--- src/rtl/mem_stage_if.sv ---
// EX->MEM input bus, SRAM read data and MEM->WB / forwarding outputs of the memory stage.
// The master side drives the stage inputs; the slave side is the stage itself.
interface mem_stage_if #(
    parameter int EX_TO_MEM_WD = 147,
    parameter int MEM_TO_WB_WD = 136
);
    logic [5:0]              stall;
    logic [EX_TO_MEM_WD-1:0] ex_to_mem_bus;
    logic [31:0]             data_sram_rdata;
    logic [MEM_TO_WB_WD-1:0] mem_to_wb_bus;
    logic [MEM_TO_WB_WD-1:0] mem_to_id_forwarding;

    modport master (
        output stall, ex_to_mem_bus, data_sram_rdata,
        input  mem_to_wb_bus, mem_to_id_forwarding
    );

    modport slave (
        input  stall, ex_to_mem_bus, data_sram_rdata,
        output mem_to_wb_bus, mem_to_id_forwarding
    );
endinterface

--- src/rtl/mem_stage.sv ---
// Memory-access pipeline stage: registers the EX->MEM bus, aligns/extends SRAM load data
// and holds it across stalls, driving the MEM->WB bus and an identical forwarding copy.
module mem_stage (
    input  logic         clk,
    input  logic         rst,
    mem_stage_if.slave   bus
);
    typedef struct packed {
        logic [4:0]  op_mem;
        logic        hi_we;
        logic        lo_we;
        logic [31:0] hi_result;
        logic [31:0] lo_result;
        logic [31:0] pc;
        logic        data_ram_en;
        logic [3:0]  data_ram_wen;
        logic        sel_rf_res;
        logic        rf_we;
        logic [4:0]  rf_waddr;
        logic [31:0] ex_result;
    } ex_bus_t;

    // FRESH: first cycle of a new occupant, SRAM data is live; HELD: data comes from rdata_r.
    typedef enum logic {HELD = 1'b0, FRESH = 1'b1} occ_state_e;

    ex_bus_t    bus_r;
    occ_state_e state;
    logic [31:0] rdata_r;

    logic stop_mem;
    logic stop_wb;
    assign stop_mem = bus.stall[3];
    assign stop_wb  = bus.stall[4];

    always_ff @(posedge clk or posedge rst) begin
        if (rst) begin
            bus_r   <= '0;
            state   <= HELD;
            rdata_r <= '0;
        end else begin
            // NOTE: non-blocking so rdata_r samples with the state of this cycle, not the next.
            if (state == FRESH) rdata_r <= bus.data_sram_rdata;
            if (!stop_mem) begin
                bus_r <= bus.ex_to_mem_bus;
                state <= FRESH;
            end else if (!stop_wb) begin
                bus_r <= '0;
                state <= HELD;
            end else begin
                state <= HELD;
            end
        end
    end

    logic [1:0]   addr_lo;
    logic [31:0]  word;
    logic [7:0]   lane_byte;
    logic [15:0]  lane_half;
    logic [31:0]  load_res;
    logic [31:0]  rf_wdata;
    logic [135:0] wb_bus;

    always_comb begin
        // NOTE: every output of this block is assigned first so no latch is inferred.
        addr_lo   = bus_r.ex_result[1:0];
        word      = (state == FRESH) ? bus.data_sram_rdata : rdata_r;
        lane_byte = word[{addr_lo, 3'b000} +: 8];
        lane_half = addr_lo[1] ? word[31:16] : word[15:0];
        load_res  = word;
        if (bus_r.op_mem[1])      load_res = {{24{lane_byte[7]}}, lane_byte};
        else if (bus_r.op_mem[2]) load_res = {24'd0, lane_byte};
        else if (bus_r.op_mem[3]) load_res = {{16{lane_half[15]}}, lane_half};
        else if (bus_r.op_mem[4]) load_res = {16'd0, lane_half};
        rf_wdata = (bus_r.op_mem != 5'd0) ? load_res : bus_r.ex_result;
    end

    assign wb_bus = {bus_r.hi_we, bus_r.lo_we, bus_r.hi_result, bus_r.lo_result,
                     bus_r.pc, bus_r.rf_we, bus_r.rf_waddr, rf_wdata};

    assign bus.mem_to_wb_bus        = wb_bus;
    assign bus.mem_to_id_forwarding = wb_bus;

    // Store-side controls and foreign stall bits are consumed by other stages.
    logic unused_bits;
    assign unused_bits = ^{bus.stall[5], bus.stall[2:0], bus_r.data_ram_en,
                           bus_r.data_ram_wen, bus_r.sel_rf_res};
endmodule

--- src/flat_wrapper.sv ---
// flat-port wrapper written by rule: the top's interface ports become plain ports
module mem_stage_flat 
  (clk, rst, bus_stall, bus_ex_to_mem_bus, bus_data_sram_rdata, bus_mem_to_wb_bus, bus_mem_to_id_forwarding);
  mem_stage_if bus_i ();
  input  logic clk;
  input  logic rst;
  input wire logic [$bits(bus_i.stall)-1:0] bus_stall;
  input wire logic [$bits(bus_i.ex_to_mem_bus)-1:0] bus_ex_to_mem_bus;
  input wire logic [$bits(bus_i.data_sram_rdata)-1:0] bus_data_sram_rdata;
  output wire logic [$bits(bus_i.mem_to_wb_bus)-1:0] bus_mem_to_wb_bus;
  output wire logic [$bits(bus_i.mem_to_id_forwarding)-1:0] bus_mem_to_id_forwarding;
  assign bus_i.stall = bus_stall;
  assign bus_i.ex_to_mem_bus = bus_ex_to_mem_bus;
  assign bus_i.data_sram_rdata = bus_data_sram_rdata;
  assign bus_mem_to_wb_bus = bus_i.mem_to_wb_bus;
  assign bus_mem_to_id_forwarding = bus_i.mem_to_id_forwarding;
  mem_stage u_core (.clk(clk), .rst(rst), .bus(bus_i));
endmodule
--- config.mk ---
export PLATFORM = sky130hd
export DESIGN_NAME = mem_stage_flat
export DESIGN_NICKNAME = d
export VERILOG_FILES = /design/src/rtl/mem_stage_if.sv /design/src/rtl/mem_stage.sv /design/src/flat_wrapper.sv
export SDC_FILE = /design/constraint.sdc
export NUM_CORES = 1
export LEC_CHECK = 0
export BUFFER_PORTS_ARGS = -buffer_cell sky130_fd_sc_hd__buf_2
export CAP_MARGIN = 20
export CORE_AREA = 2 2 180 182
export CTS_CLUSTER_SIZE = 24
export DETAILED_ROUTE_END_ITERATION = 10
export DIE_AREA = 0 0 182 184
export PLACE_DENSITY = 0.56
export SLEW_MARGIN = 30
export SYNTH_ARGS = -nofsm -noshare
export SYNTH_HDL_FRONTEND = slang
export SYNTH_SLANG_ARGS = --single-unit
export TNS_END_PERCENT = 10
--- constraint.sdc ---
create_clock -name clk -period 6.45 [get_ports clk]
set_input_delay 1.29 -clock clk [delete_from_list [all_inputs] [get_ports clk]]
set_output_delay 1.29 -clock clk [all_outputs]
set_load 0.02 [all_outputs]
**After elaboration in Yosys (flattened, before gate mapping)**

Index checks and enable logic that the tools add are counted.
Widths: inputs -> output; s select.

- Register bits: 174
- Bits in latches: 0
- Memory bits (writable): 0
- Memory bits (read-only): 0
- Bits of input ports: 187
- Output and inout port bits: 272
- Word-level logic and storage cells: 24
- Memories kept: 0

- $add $sub $neg: 0
- Multipliers: 0
- Div/mod/pow operators: 0
- $lt $le $gt $ge: 0
- Equal/unequal tests: 1
- Shifts and indexed selects: 1
- Multiplexer cells: 10
- Bitwise gates (word level): 0
- Reduce and logical (&&, ||, !) cells: 1

Operators with widths:

| kind | count |
|---|---|
| $mux 147 | 2 |
| $mux 32 | 6 |
| $shiftx 32x6->8 | 1 |
| $mux 16 | 1 |
| $reduce_bool 5->1 | 1 |
| $ne 2x2->1 const B | 1 |
| $mux 1 | 1 |

**Logic depth before layout (Yosys ltp)**

- Word-level depth: 7
- Mapped depth: 8
- Mapped depth without buffers: 4

**Worst setup path after synthesis**

No wires, ideal clock.

- Path type: in2out
- Start: input port bus_data_sram_rdata[23]
- End: output port bus_mem_to_wb_bus[12]
- Data arrival time: 2760 ps
- Data required time: 5160 ps
- Path slack: 2400 ps
- Stages: 6
- Buffers on the path: 2
- Cell sequence: mux2i_1 > nor3b_1 > o31ai_4 > buf_2 > a31oi_1 > buf_4

- Word-level cells in the longest chain between the ends: 4

RTL lines:

| element | line | source |
|---|---|---|
| from (decl) | flat_wrapper.sv:9 | `input wire logic [$bits(bus_i.data_sram_rdata)-1:0] bus_data_sram_rdata;` |
| $mux 32 | mem_stage.sv:66 | `word = (state == FRESH) ? bus.data_sram_rdata : rdata_r;` |
| $shiftx 32x6->8 | mem_stage.sv:67 | `lane_byte = word[{addr_lo, 3'b000} +: 8];` |
| $mux 32 | mem_stage.sv:70 | `if (bus_r.op_mem[1]) load_res = {{24{lane_byte[7]}}, lane_byte};` |
| $mux 32 | mem_stage.sv:74 | `rf_wdata = (bus_r.op_mem != 5'd0) ? load_res : bus_r.ex_result;` |
| to (decl) | flat_wrapper.sv:10 | `output wire logic [$bits(bus_i.mem_to_wb_bus)-1:0] bus_mem_to_wb_bus;` |

No other way between the ends.

**Final worst setup path**

- Start: input port bus_data_sram_rdata[23]
- End: output port bus_mem_to_id_forwarding[12]

- Word-level cells in the longest chain between the ends: 4

RTL lines:

| element | line | source |
|---|---|---|
| $mux 32 | mem_stage.sv:66 |  |
| $shiftx 32x6->8 | mem_stage.sv:67 |  |
| $mux 32 | mem_stage.sv:70 |  |
| $mux 32 | mem_stage.sv:74 |  |
| to (decl) | flat_wrapper.sv:11 | `output wire logic [$bits(bus_i.mem_to_id_forwarding)-1:0] bus_mem_to_id_forwarding;` |

No other way between the ends.

==> impl_metrics.yaml <==
die:
  core-area_um2: 31400
  ios: 459
  initial_core_util_pct: 31.0
  die_h_um: 184
  fp.dieW_um: 182
  rows: 65
  dieArea_um2: 33500
place:
  place_hpwl_um: 19900
  place_congestion: 0.788
  port_buffers: 448
  dp.cells: 1591
sta:
  fmax_ghz: 0.233
  setup_viol: 0
  finalHoldViolCount: 0
  tns_ns: 0
  slew-limit-headroom_pct: 39.7
  clock_skew_ns: 0.00798
  rsz0062_at_grt: "no"
  fin_crit_ns: 4.29
  worstMarginPinSlew_ns: 0.905
  slew_violations: 0
  period_share_pct: 66.5
drt:
  dr.pass1.iters: 4
  highest_layer: "met4"
  dr_total_vias: 7279
  drt_wl_total_um: 27200
  m1WireLength_um: 11300
  wl_per_cell_um: 16.7
  drt-initial-drc-count: 379
  route.antenna.remaining_nets: 0
  viasPerCell: 4.48
  met3_length_um: 1660
  wl_met2_um: 14000
  drc_errors: 0
clock_network:
  cts-resized-gates: 0
  cts_tree: "yes"
  root_buffer: "clkbuf_16"
  postCtsSetupBuffers: 0
  cts_buffers: 17
  path_clk_slew_ns: 0.06
  postCtsHoldBufs: 0
  clk_latency_ns: 0.44
  ctsLongestPathBuffers: 2
  htree_levels: 4
  cts.sinks: 174
pwr:
  cellPowerDensity_nw_per_um2: 278
  ir_drop_uv: 184
  p_leak_nw: 5.93
yosys:
  yosysWarnings: 0
  ys_seq_area_share_pct: 44.8
  synth_nets: 1228
  synth-edff-count: 0
  ys_async_sr_fraction_pct: 100
  ys.flop_type: "dfrtp_1"
  synth_cell_type_count: 37
  ys_top_cells_by_area: "dfrtp_1 (45%), buf_4 (19%), o21ai_0 (5.0%)"
  synth_top_area_cell: "dfrtp_1"
  synth_area_um2: 9730
  avgSynthCellArea_um2: 9.35
  synth.top_cell.area_share_pct: 44.8
  ys_seq_elements: 174
  synthCells: 1041
grt:
  grt_max_degree: 111
  grt_pass1_wl_um: 40300
  overflow: 0
  antenna_found_initial: 3
  track_usage_pct: 15.8
  grt_pass1_vias: 6952
worst_hold_path:
  hold_start: "u_core.bus_r[10]"
  holdPathStages: 2
  min_path_type: "flip-flop to flip-flop"
job:
  maxCapViolCount: 0
cells_and_area:
  final_cell_count_no_fill: 1623
  syn2layout_area_growth_pct: 13.6
  num-nets-final: 1395
  post_route_cells_drive_above_1_share_pct: 43.0
worst_setup_path:
  worst_setup_path_end_kind: "output port"
  r2r_cells: 3
  critical_path_class: "input pin to output port"
  regToRegStartpoint: "u_core.state"
  critical_path_arrival_ns: 3.00
  cp-startpoint: "bus_data_sram_rdata[23]"
  crit_fanout: 16
  start_kind: "input pin"
  required_ns: 5.16
run_status:
  status: "finished, final reports clean"
## Yosys cell counts, drive strengths merged (10+ instances only)
| master | count |
|---|---|
| o211ai | 13 |
| inv | 113 |
| nand3 | 95 |
| dfrtp | 174 |
| a21oi | 33 |
| clkbuf | 42 |
| a31oi | 14 |
| mux2 | 17 |
| mux4 | 10 |
| o21ai | 97 |
| mux2i | 21 |
| nand2 | 26 |
| buf | 267 |
| nor2 | 42 |
| a22o | 46 |
## per-stage QoR
stage          total power [mW]  utilization [%]  setup WS (ns)  cell area, um^2  hold WS, ns
6_report                   3.07             35.2           2.16            11100        0.512
5_1_grt                    3.22             35.2           2.05            11100        0.531
4_1_cts                    3.11             35.2           2.11            11000        0.511
3_5_place_dp               2.03             33.3           2.19            10500        0.491
3_3_place_gp               2.02             33.3           1.81            10400        0.489
2_1_floorplan              1.91                -          0.443             9730        0.464
## kinds of logic after synthesis
| family | count (synthesis) | share of synthesized area [%] |
|---|---|---|
| AO/OA/AOI/OAI | 214 | 13.8 |
| AND/OR/NAND/NOR | 183 | 8.92 |
| flip-flops | 174 | 44.8 |
| buffers and inverters | 422 | 26.0 |
| multiplexers | 48 | 6.48 |
## placed cells by master, fill, tap and decap left out, types with 21 or more instances in the layout
master,Yosys,layout
a21oi_1,33,33
inv_1,113,112
o21ai_0,97,97
nand3_1,95,95
nand2_1,26,26
buf_2,8,446
dfrtp_1,174,173
nor2_1,42,41
mux2i_1,21,21
a22o_1,46,46
## flip-flops by register name, indices dropped and copies added (netlist names)
name,flops
u_core.bus.mem_to_id_forwarding,104
u_core.bus_r,35
u_core.rdata_r,32
u_core.addr_lo,2
u_core.state,1
## power breakdown
part	internal (mW)	switching [mW]	leakage, nW
Clock	0.588	0.478	0.283
Sequential	1.17	0.0721	2.16
Combinational	0.263	0.492	3.49
## worst max-delay path, stage by stage
cell and delay (ns):
buf_2 0.11, mux2i_1 0.28, nor3b_1 0.15, o31ai_4 0.53, buf_6 0.25, a31oi_1 0.16, buf_2 0.22
## per-layer routing
metal	GRT usage, %	vias up
met4	3.55	0
met2	27.8	277
li1	-	3545
met1	19.4	3442
met3	3.98	15
met5	0	-
## layout make-up
class                   instances  area, um^2
multi-input cells             445        2850
inverters                     113         429
well taps                     402         503
repair buffers                457        2320
clock inverters                13         154
fillers                      3289       20300
clock buffers                  18         439
flip-flops and latches        174        4360
diodes                          1        2.50
## worst paths after layout
path | to | slack (ns)
setup / recovery | bus_mem_to_id_forwarding[12] | 2.16
hold / removal | u_core.bus_r[10] | 0.51
setup reg to reg | u_core.rdata_r[26] | 4.67
hold reg to reg | u_core.bus_r[10] | 0.51
max in group asynchronous | u_core.bus.mem_to_id_forwarding[56] | 4.28
min in group asynchronous | u_core.bus.mem_to_id_forwarding[60] | 0.98
(Power assumes the default switching activity.)
